### src/rtl/sva_result_collector_if.sv
// Fail-log reader bus: valid/ready handshake carrying the logged window index.
// master = collector (drives log_valid/log_window), slave = reader (drives log_ready).
interface sva_result_collector_if #(
    parameter int W = 16
);
    logic         log_valid;
    logic         log_ready;
    logic [W-1:0] log_window;

    modport master (
        output log_valid,
        output log_window,
        input  log_ready
    );

    modport slave (
        input  log_valid,
        input  log_window,
        output log_ready
    );
endinterface

### src/rtl/sva_result_collector.sv
// Collects SVA checker pulses into saturating counters, a sticky verdict and a fail-window log.
// Ports: sys_clk/sys_rst/clr, window_tick, succ/fail/lazy_succ in; counters, verdict,
// first-fail capture, log_overflow out; fail-log reader on the log interface (master side).
module sva_result_collector #(
    parameter int CNT_WIDTH    = 16,
    parameter int LOG_DEPTH    = 4,
    parameter bit STOP_ON_FAIL = 1'b0
) (
    input  logic                 sys_clk,
    input  logic                 sys_rst,
    input  logic                 clr,
    input  logic                 window_tick,
    input  logic                 succ,
    input  logic                 fail,
    input  logic                 lazy_succ,
    output logic [CNT_WIDTH-1:0] succ_cnt,
    output logic [CNT_WIDTH-1:0] fail_cnt,
    output logic [CNT_WIDTH-1:0] lazy_cnt,
    output logic [CNT_WIDTH-1:0] window_cnt,
    output logic [1:0]           verdict,
    output logic                 first_fail_valid,
    output logic [CNT_WIDTH-1:0] first_fail_window,
    output logic                 log_overflow,
    sva_result_collector_if.master log
);

    localparam int AW = $clog2(LOG_DEPTH);
    localparam logic [CNT_WIDTH-1:0] CNT_MAX = '1;
    localparam logic [AW:0] DEPTH_C = (AW+1)'(LOG_DEPTH);

    typedef enum logic [1:0] {
        V_IDLE = 2'd0,
        V_RUN  = 2'd1,
        V_PASS = 2'd2,
        V_FAIL = 2'd3
    } verdict_e;

    verdict_e state_q, state_d;

    logic                 rst;
    logic                 live;
    logic [CNT_WIDTH-1:0] succ_q, fail_q, lazy_q, window_q;
    logic                 ffv_q;
    logic [CNT_WIDTH-1:0] ffw_q;
    logic                 seen_q;
    logic                 ovf_q;

    logic [CNT_WIDTH-1:0] mem_q [LOG_DEPTH];
    logic [AW-1:0]        wr_ptr_q, rd_ptr_q;
    logic [AW:0]          count_q;
    logic                 empty, full;
    logic                 push_req, push, pop, drop;

    function automatic logic [CNT_WIDTH-1:0] sat_inc(input logic [CNT_WIDTH-1:0] v);
        return (v == CNT_MAX) ? v : v + 1'b1;
    endfunction

    assign rst = sys_rst | clr;

    // Once frozen only clr/reset leave FAIL, so the freeze lasts until then.
    assign live = !(STOP_ON_FAIL && state_q == V_FAIL);

    // ---------------- event and window counters ----------------
    always_ff @(posedge sys_clk) begin
        if (rst) begin
            succ_q   <= '0;
            fail_q   <= '0;
            lazy_q   <= '0;
            window_q <= '0;
        end else if (live) begin
            if (succ)        succ_q   <= sat_inc(succ_q);
            if (fail)        fail_q   <= sat_inc(fail_q);
            if (lazy_succ)   lazy_q   <= sat_inc(lazy_q);
            if (window_tick) window_q <= sat_inc(window_q);
        end
    end

    // ---------------- verdict FSM ----------------
    always_ff @(posedge sys_clk) begin
        if (rst) state_q <= V_IDLE;
        else     state_q <= state_d;
    end

    always_comb begin
        state_d = state_q;
        unique case (state_q)
            V_IDLE: begin
                if (fail)                   state_d = V_FAIL;
                else if (succ || lazy_succ) state_d = V_PASS;
                else if (window_tick)       state_d = V_RUN;
            end
            V_RUN: begin
                if (fail)                   state_d = V_FAIL;
                else if (succ || lazy_succ) state_d = V_PASS;
            end
            V_PASS: begin
                if (fail) state_d = V_FAIL;
            end
            V_FAIL: state_d = V_FAIL;
        endcase
    end

    // ---------------- first failure capture ----------------
    always_ff @(posedge sys_clk) begin
        if (rst) begin
            ffv_q <= 1'b0;
            ffw_q <= '0;
        end else if (fail && !ffv_q) begin
            ffv_q <= 1'b1;
            ffw_q <= window_q;
        end
    end

    // ---------------- fail log ----------------
    assign empty    = (count_q == '0);
    assign full     = (count_q == DEPTH_C);
    assign push_req = fail && live && !seen_q;
    assign pop      = !empty && log.log_ready;
    assign push     = push_req && (!full || pop);
    assign drop     = push_req && full && !pop;

    // A fail on the tick cycle is charged to the closing window,
    // so the new window always starts with a clean seen flag.
    always_ff @(posedge sys_clk) begin
        if (rst)              seen_q <= 1'b0;
        else if (window_tick) seen_q <= 1'b0;
        else if (push_req)    seen_q <= 1'b1;
    end

    always_ff @(posedge sys_clk) begin
        if (rst) begin
            wr_ptr_q <= '0;
            rd_ptr_q <= '0;
            count_q  <= '0;
            ovf_q    <= 1'b0;
        end else begin
            if (push) wr_ptr_q <= wr_ptr_q + 1'b1;
            if (pop)  rd_ptr_q <= rd_ptr_q + 1'b1;
            if (push && !pop)      count_q <= count_q + 1'b1;
            else if (pop && !push) count_q <= count_q - 1'b1;
            if (drop) ovf_q <= 1'b1;
        end
    end

    always_ff @(posedge sys_clk) begin
        if (push) mem_q[wr_ptr_q] <= window_q;
    end

    // ---------------- outputs ----------------
    assign succ_cnt          = succ_q;
    assign fail_cnt          = fail_q;
    assign lazy_cnt          = lazy_q;
    assign window_cnt        = window_q;
    assign verdict           = state_q;
    assign first_fail_valid  = ffv_q;
    assign first_fail_window = ffw_q;
    assign log_overflow      = ovf_q;
    assign log.log_valid     = !empty;
    assign log.log_window    = empty ? '0 : mem_q[rd_ptr_q];

endmodule

### src/flat_wrapper.sv
// flat-port wrapper written by rule: the top's interface ports become plain ports
module sva_result_collector_flat 
#(
    parameter int CNT_WIDTH    = 16,
    parameter int LOG_DEPTH    = 4,
    parameter bit STOP_ON_FAIL = 1'b0
)
  (sys_clk, sys_rst, clr, window_tick, succ, fail, lazy_succ, succ_cnt, fail_cnt, lazy_cnt, window_cnt, verdict, first_fail_valid, first_fail_window, log_overflow, log_log_valid, log_log_window, log_log_ready);
  sva_result_collector_if #(.W(16)) log_i ();
  input  logic sys_clk;
  input  logic sys_rst;
  input  logic clr;
  input  logic window_tick;
  input  logic succ;
  input  logic fail;
  input  logic lazy_succ;
  output logic [CNT_WIDTH-1:0] succ_cnt;
  output logic [CNT_WIDTH-1:0] fail_cnt;
  output logic [CNT_WIDTH-1:0] lazy_cnt;
  output logic [CNT_WIDTH-1:0] window_cnt;
  output logic [1:0] verdict;
  output logic first_fail_valid;
  output logic [CNT_WIDTH-1:0] first_fail_window;
  output logic log_overflow;
  output wire logic [$bits(log_i.log_valid)-1:0] log_log_valid;
  output wire logic [$bits(log_i.log_window)-1:0] log_log_window;
  input wire logic [$bits(log_i.log_ready)-1:0] log_log_ready;
  assign log_log_valid = log_i.log_valid;
  assign log_log_window = log_i.log_window;
  assign log_i.log_ready = log_log_ready;
  sva_result_collector #(.CNT_WIDTH(CNT_WIDTH), .LOG_DEPTH(LOG_DEPTH), .STOP_ON_FAIL(STOP_ON_FAIL)) u_core (.sys_clk(sys_clk), .sys_rst(sys_rst), .clr(clr), .window_tick(window_tick), .succ(succ), .fail(fail), .lazy_succ(lazy_succ), .succ_cnt(succ_cnt), .fail_cnt(fail_cnt), .lazy_cnt(lazy_cnt), .window_cnt(window_cnt), .verdict(verdict), .first_fail_valid(first_fail_valid), .first_fail_window(first_fail_window), .log_overflow(log_overflow), .log(log_i));
endmodule
### config.mk
export PLATFORM = sky130hd
export DESIGN_NAME = sva_result_collector_flat
export DESIGN_NICKNAME = d
export VERILOG_FILES = /design/src/rtl/sva_result_collector_if.sv /design/src/rtl/sva_result_collector.sv /design/src/flat_wrapper.sv
export SDC_FILE = /design/constraint.sdc
export NUM_CORES = 1
export LEC_CHECK = 0
export ABC_AREA = 1
export BUFFER_PORTS_ARGS = -buffer_cell sky130_fd_sc_hd__buf_2
export CAP_MARGIN = 20
export CORE_AREA = 3 3 179 181
export CTS_CLUSTER_DIAMETER = 60
export DETAILED_ROUTE_END_ITERATION = 8
export DIE_AREA = 0 0 182 184
export PLACE_DENSITY = 0.4
export SYNTH_ARGS = -nofsm -noshare
export SYNTH_HDL_FRONTEND = slang
export SYNTH_SLANG_ARGS = --single-unit
### constraint.sdc
create_clock -name sys_clk -period 5.6 [get_ports sys_clk]
set_input_delay 0.84 -clock sys_clk [delete_from_list [all_inputs] [get_ports sys_clk]]
set_output_delay 0.84 -clock sys_clk [all_outputs]
set_load 0.005 [all_outputs]
==> impl_metrics.tcl <==
set metrics [dict create \
    outcome "completed" \
    synth_ff_type "dfxtp_1" \
    synthCells 934 \
    drt-vias-per-instance 4.15 \
    r2r_cells 10 \
    dp_hpwl_um 14100 \
    synthArstFlopShare_pct 0 \
    wl_um 19700 \
    yosys.cell_count.top_type "nor2_1" \
    hold_buffers 0 \
    antenna_found_initial 0 \
    final_util_pct 29.1 \
    dr.pass1.iters 4 \
    yosysTopAreaCellShare_pct 26.3 \
    path_clk_slew_ps 70 \
    nFillCells 3328 \
    synth.area.top_cells "edfxtp_1 26%, dfxtp_1 26%, nor2_1 13%, nand2_1 9.7%, a21oi_1 4.3%" \
    num_rows 64 \
    first_global_vias 5775 \
    slew_violations 0 \
    period_minus_slack_ps 2880 \
    initial_core_util_pct 23.9 \
    num_vias 6018 \
    dieArea_mm2 0.0335 \
    worstHoldPathType "flip-flop to flip-flop" \
    fin_crit_sh_pct 51.4 \
    wl_per_cell_um 13.6 \
    cts_resized 0 \
    yosysUniqueCellTypes 34 \
    stdcell_area_mm2 0.00890 \
    cp_max_fo 32 \
    ctsHtreeMaxLevel 4 \
    grt_pass1_wl_um 32300 \
    cts_tree "yes" \
    pwr_density_cell_mw_per_mm2 288 \
    timing.slew.headroom_pct 41.5 \
    cp.required_ps 4760 \
    synth_common_cells "257 x nor2_1, 189 x nand2_1, 94 x dfxtp_1" \
    p_leak_uw 0.00350 \
    pre_cts_ws_ps 2230 \
    clock.fmax_ghz 0.348 \
    gr-usage-all-layers_pct 12.1 \
    crit_type "flip-flop to output port" \
    portBuffers 108 \
    yosys_warnings 0 \
    grt_max_degree 54 \
    regArea_mm2 0.00380 \
    maxCapViolCount 0 \
    clkLatencyLatePin_ps 430 \
    gp_congestion 0.756 \
    drtIter0Drc 297 \
    route.detailed.drc 0 \
    worst_pin_slew_ps 875 \
    clkSinkCount 158 \
    nets 1059 \
    timing.rr.start "u_core.count_q[0]" \
    multi_input_area_mm2 0.00312 \
    postCtsSetupBuffers 0 \
    ios 109 \
    numCtsBuffers 17 \
    critPathCaptureType "output port" \
    skew_ps 14.6 \
    die_x_um 182 \
    worstPathArrival_ps 2040 \
    ys_ff_latch 158 \
    rsz0062_at_grt "no" \
    synth_fp_nets 952 \
    synth_edf_count 64 \
    drtAntennaViolNets 0 \
    hold_violations 0 \
    irDropWorstVdd_mv 0.161 \
    finalPower_uw 2570 \
    syn_area_per_cell_um2 7.83 \
    max-clock-path-buffers 2 \
    place_area_mm2 0.00826 \
    core_area_mm2 0.0306 \
    grt-ovfl-total 0 \
    cts_root_buf "clkbuf_16" \
    antenna_cells 0 \
    fin_ws_ps 2720 \
    r2r_slack_ps 3100 \
    worstReg2RegEnd "u_core.count_q[2]" \
    synth-seq-area-share_pct 52.0 \
    synth.cell_area_mm2 0.00731 \
    finalSetupTns_ps 0 \
    die_h_um 184 \
    cp-start-kind "flip-flop" \
    yosysTopAreaCell "edfxtp_1" \
    setup_viol 0 \
    syn2layout_area_growth_pct 21.7 \
    critPathCapture "log_log_window[12]" \
    drive_above_1_share_pct 17.9 \
]
logic make-up after synthesis:
group,after synthesis,synth area share [%]
AOI/OAI and AO/OA,123,8.54
adders and majority gates,10,1.81
and+or+nand+nor,549,32.1
xor gates and xnor gates,1,0.120
DFF,158,52.0
buffers and inverters,93,5.42
layout make-up:
class	count	share of cell area, %
Inverter	64	2.70
Clock inverter	15	2.07
Multi-Input combinational cell	683	35.1
Timing Repair Buffer	117	7.06
Sequential cell	158	42.8
Tap cell	396	5.57
Clock buffer	17	4.78
metrics by stage:
| step | cells | hold slack, ps |
|---|---|---|
| final | 1450 | 470 |
| after global routing | 1450 | 513 |
| after CTS | 1449 | 475 |
| after detailed placement | 1417 | 461 |
| after global placement | 1417 | 451 |
| after floorplan | 934 | 436 |
layer usage:
layer / vias up / routed length, µm / global-route usage (%)
met5: - / 0 / 0
met4: 0 / 197 / 2.93
met2: 110 / 8520 / 18.3
met1: 2651 / 9760 / 16.7
met3: 14 / 1240 / 4.10
li1: 3243 / - / -
registers in the layout, summed over array words and instances, names as in the netlist, named ones only:
register	count
u_core.mem_q	64
u_core.fail_cnt	16
u_core.first_fail_window	16
u_core.lazy_cnt	16
u_core.succ_cnt	16
u_core.window_cnt	16
u_core.count_q	3
u_core.rd_ptr_q	2
u_core.verdict	2
u_core.wr_ptr_q	2
u_core.first_fail_valid	1
u_core.log_overflow	1
u_core.seen_q	1
power by group:
group	switching, µW	total [µW]	internal [µW]
Clock	568	1180	607
Sequential	17.2	1230	1220
Combinational	101	156	55.5
Total	686	2570	1880
how the worst min path moves through the flow:
stage / endpoint / slack [ps] / start / cells past startpoint
4_1_cts: flip-flop / 480 / u_core.rd_ptr_q[1] / 2
2_1_floorplan: flip-flop / 440 / u_core.rd_ptr_q[1] / 2
5_1_grt: flip-flop / 510 / u_core.rd_ptr_q[1] / 2
3_3_place_gp: u_core.log_overflow / 450 / u_core.log_overflow / 1
3_5_place_dp: flip-flop / 460 / u_core.rd_ptr_q[1] / 2
6_report: u_core.log_overflow / 470 / u_core.log_overflow / 1
placed cells by master (no fill, tap or decap), drive strengths merged:
| cell type | instances |
|---|---|
| nor3 | 6 |
| a21oi | 63 |
| inv | 68 |
| clkinv | 11 |
| o31ai | 1 |
| dfxtp | 94 |
| nand4 | 7 |
| nor2 | 284 |
| o21ai | 56 |
| buf | 117 |
| nand3b | 2 |
| nand2 | 196 |
| edfxtp | 64 |
| ha | 9 |
| clkbuf | 17 |
| nand3 | 53 |
| fa | 1 |
| o21a | 1 |
| a211oi | 1 |
| and3 | 1 |
| xor2 | 1 |
| a31oi | 1 |
worst max-delay path, cell delays in order (launching register included):
cell,delay (ps)
dfxtp_1,570
inv_1,460
o21ai_0,320
a21oi_1,90
buf_2,160
No activity file was read; power rests on OpenSTA's default activity.
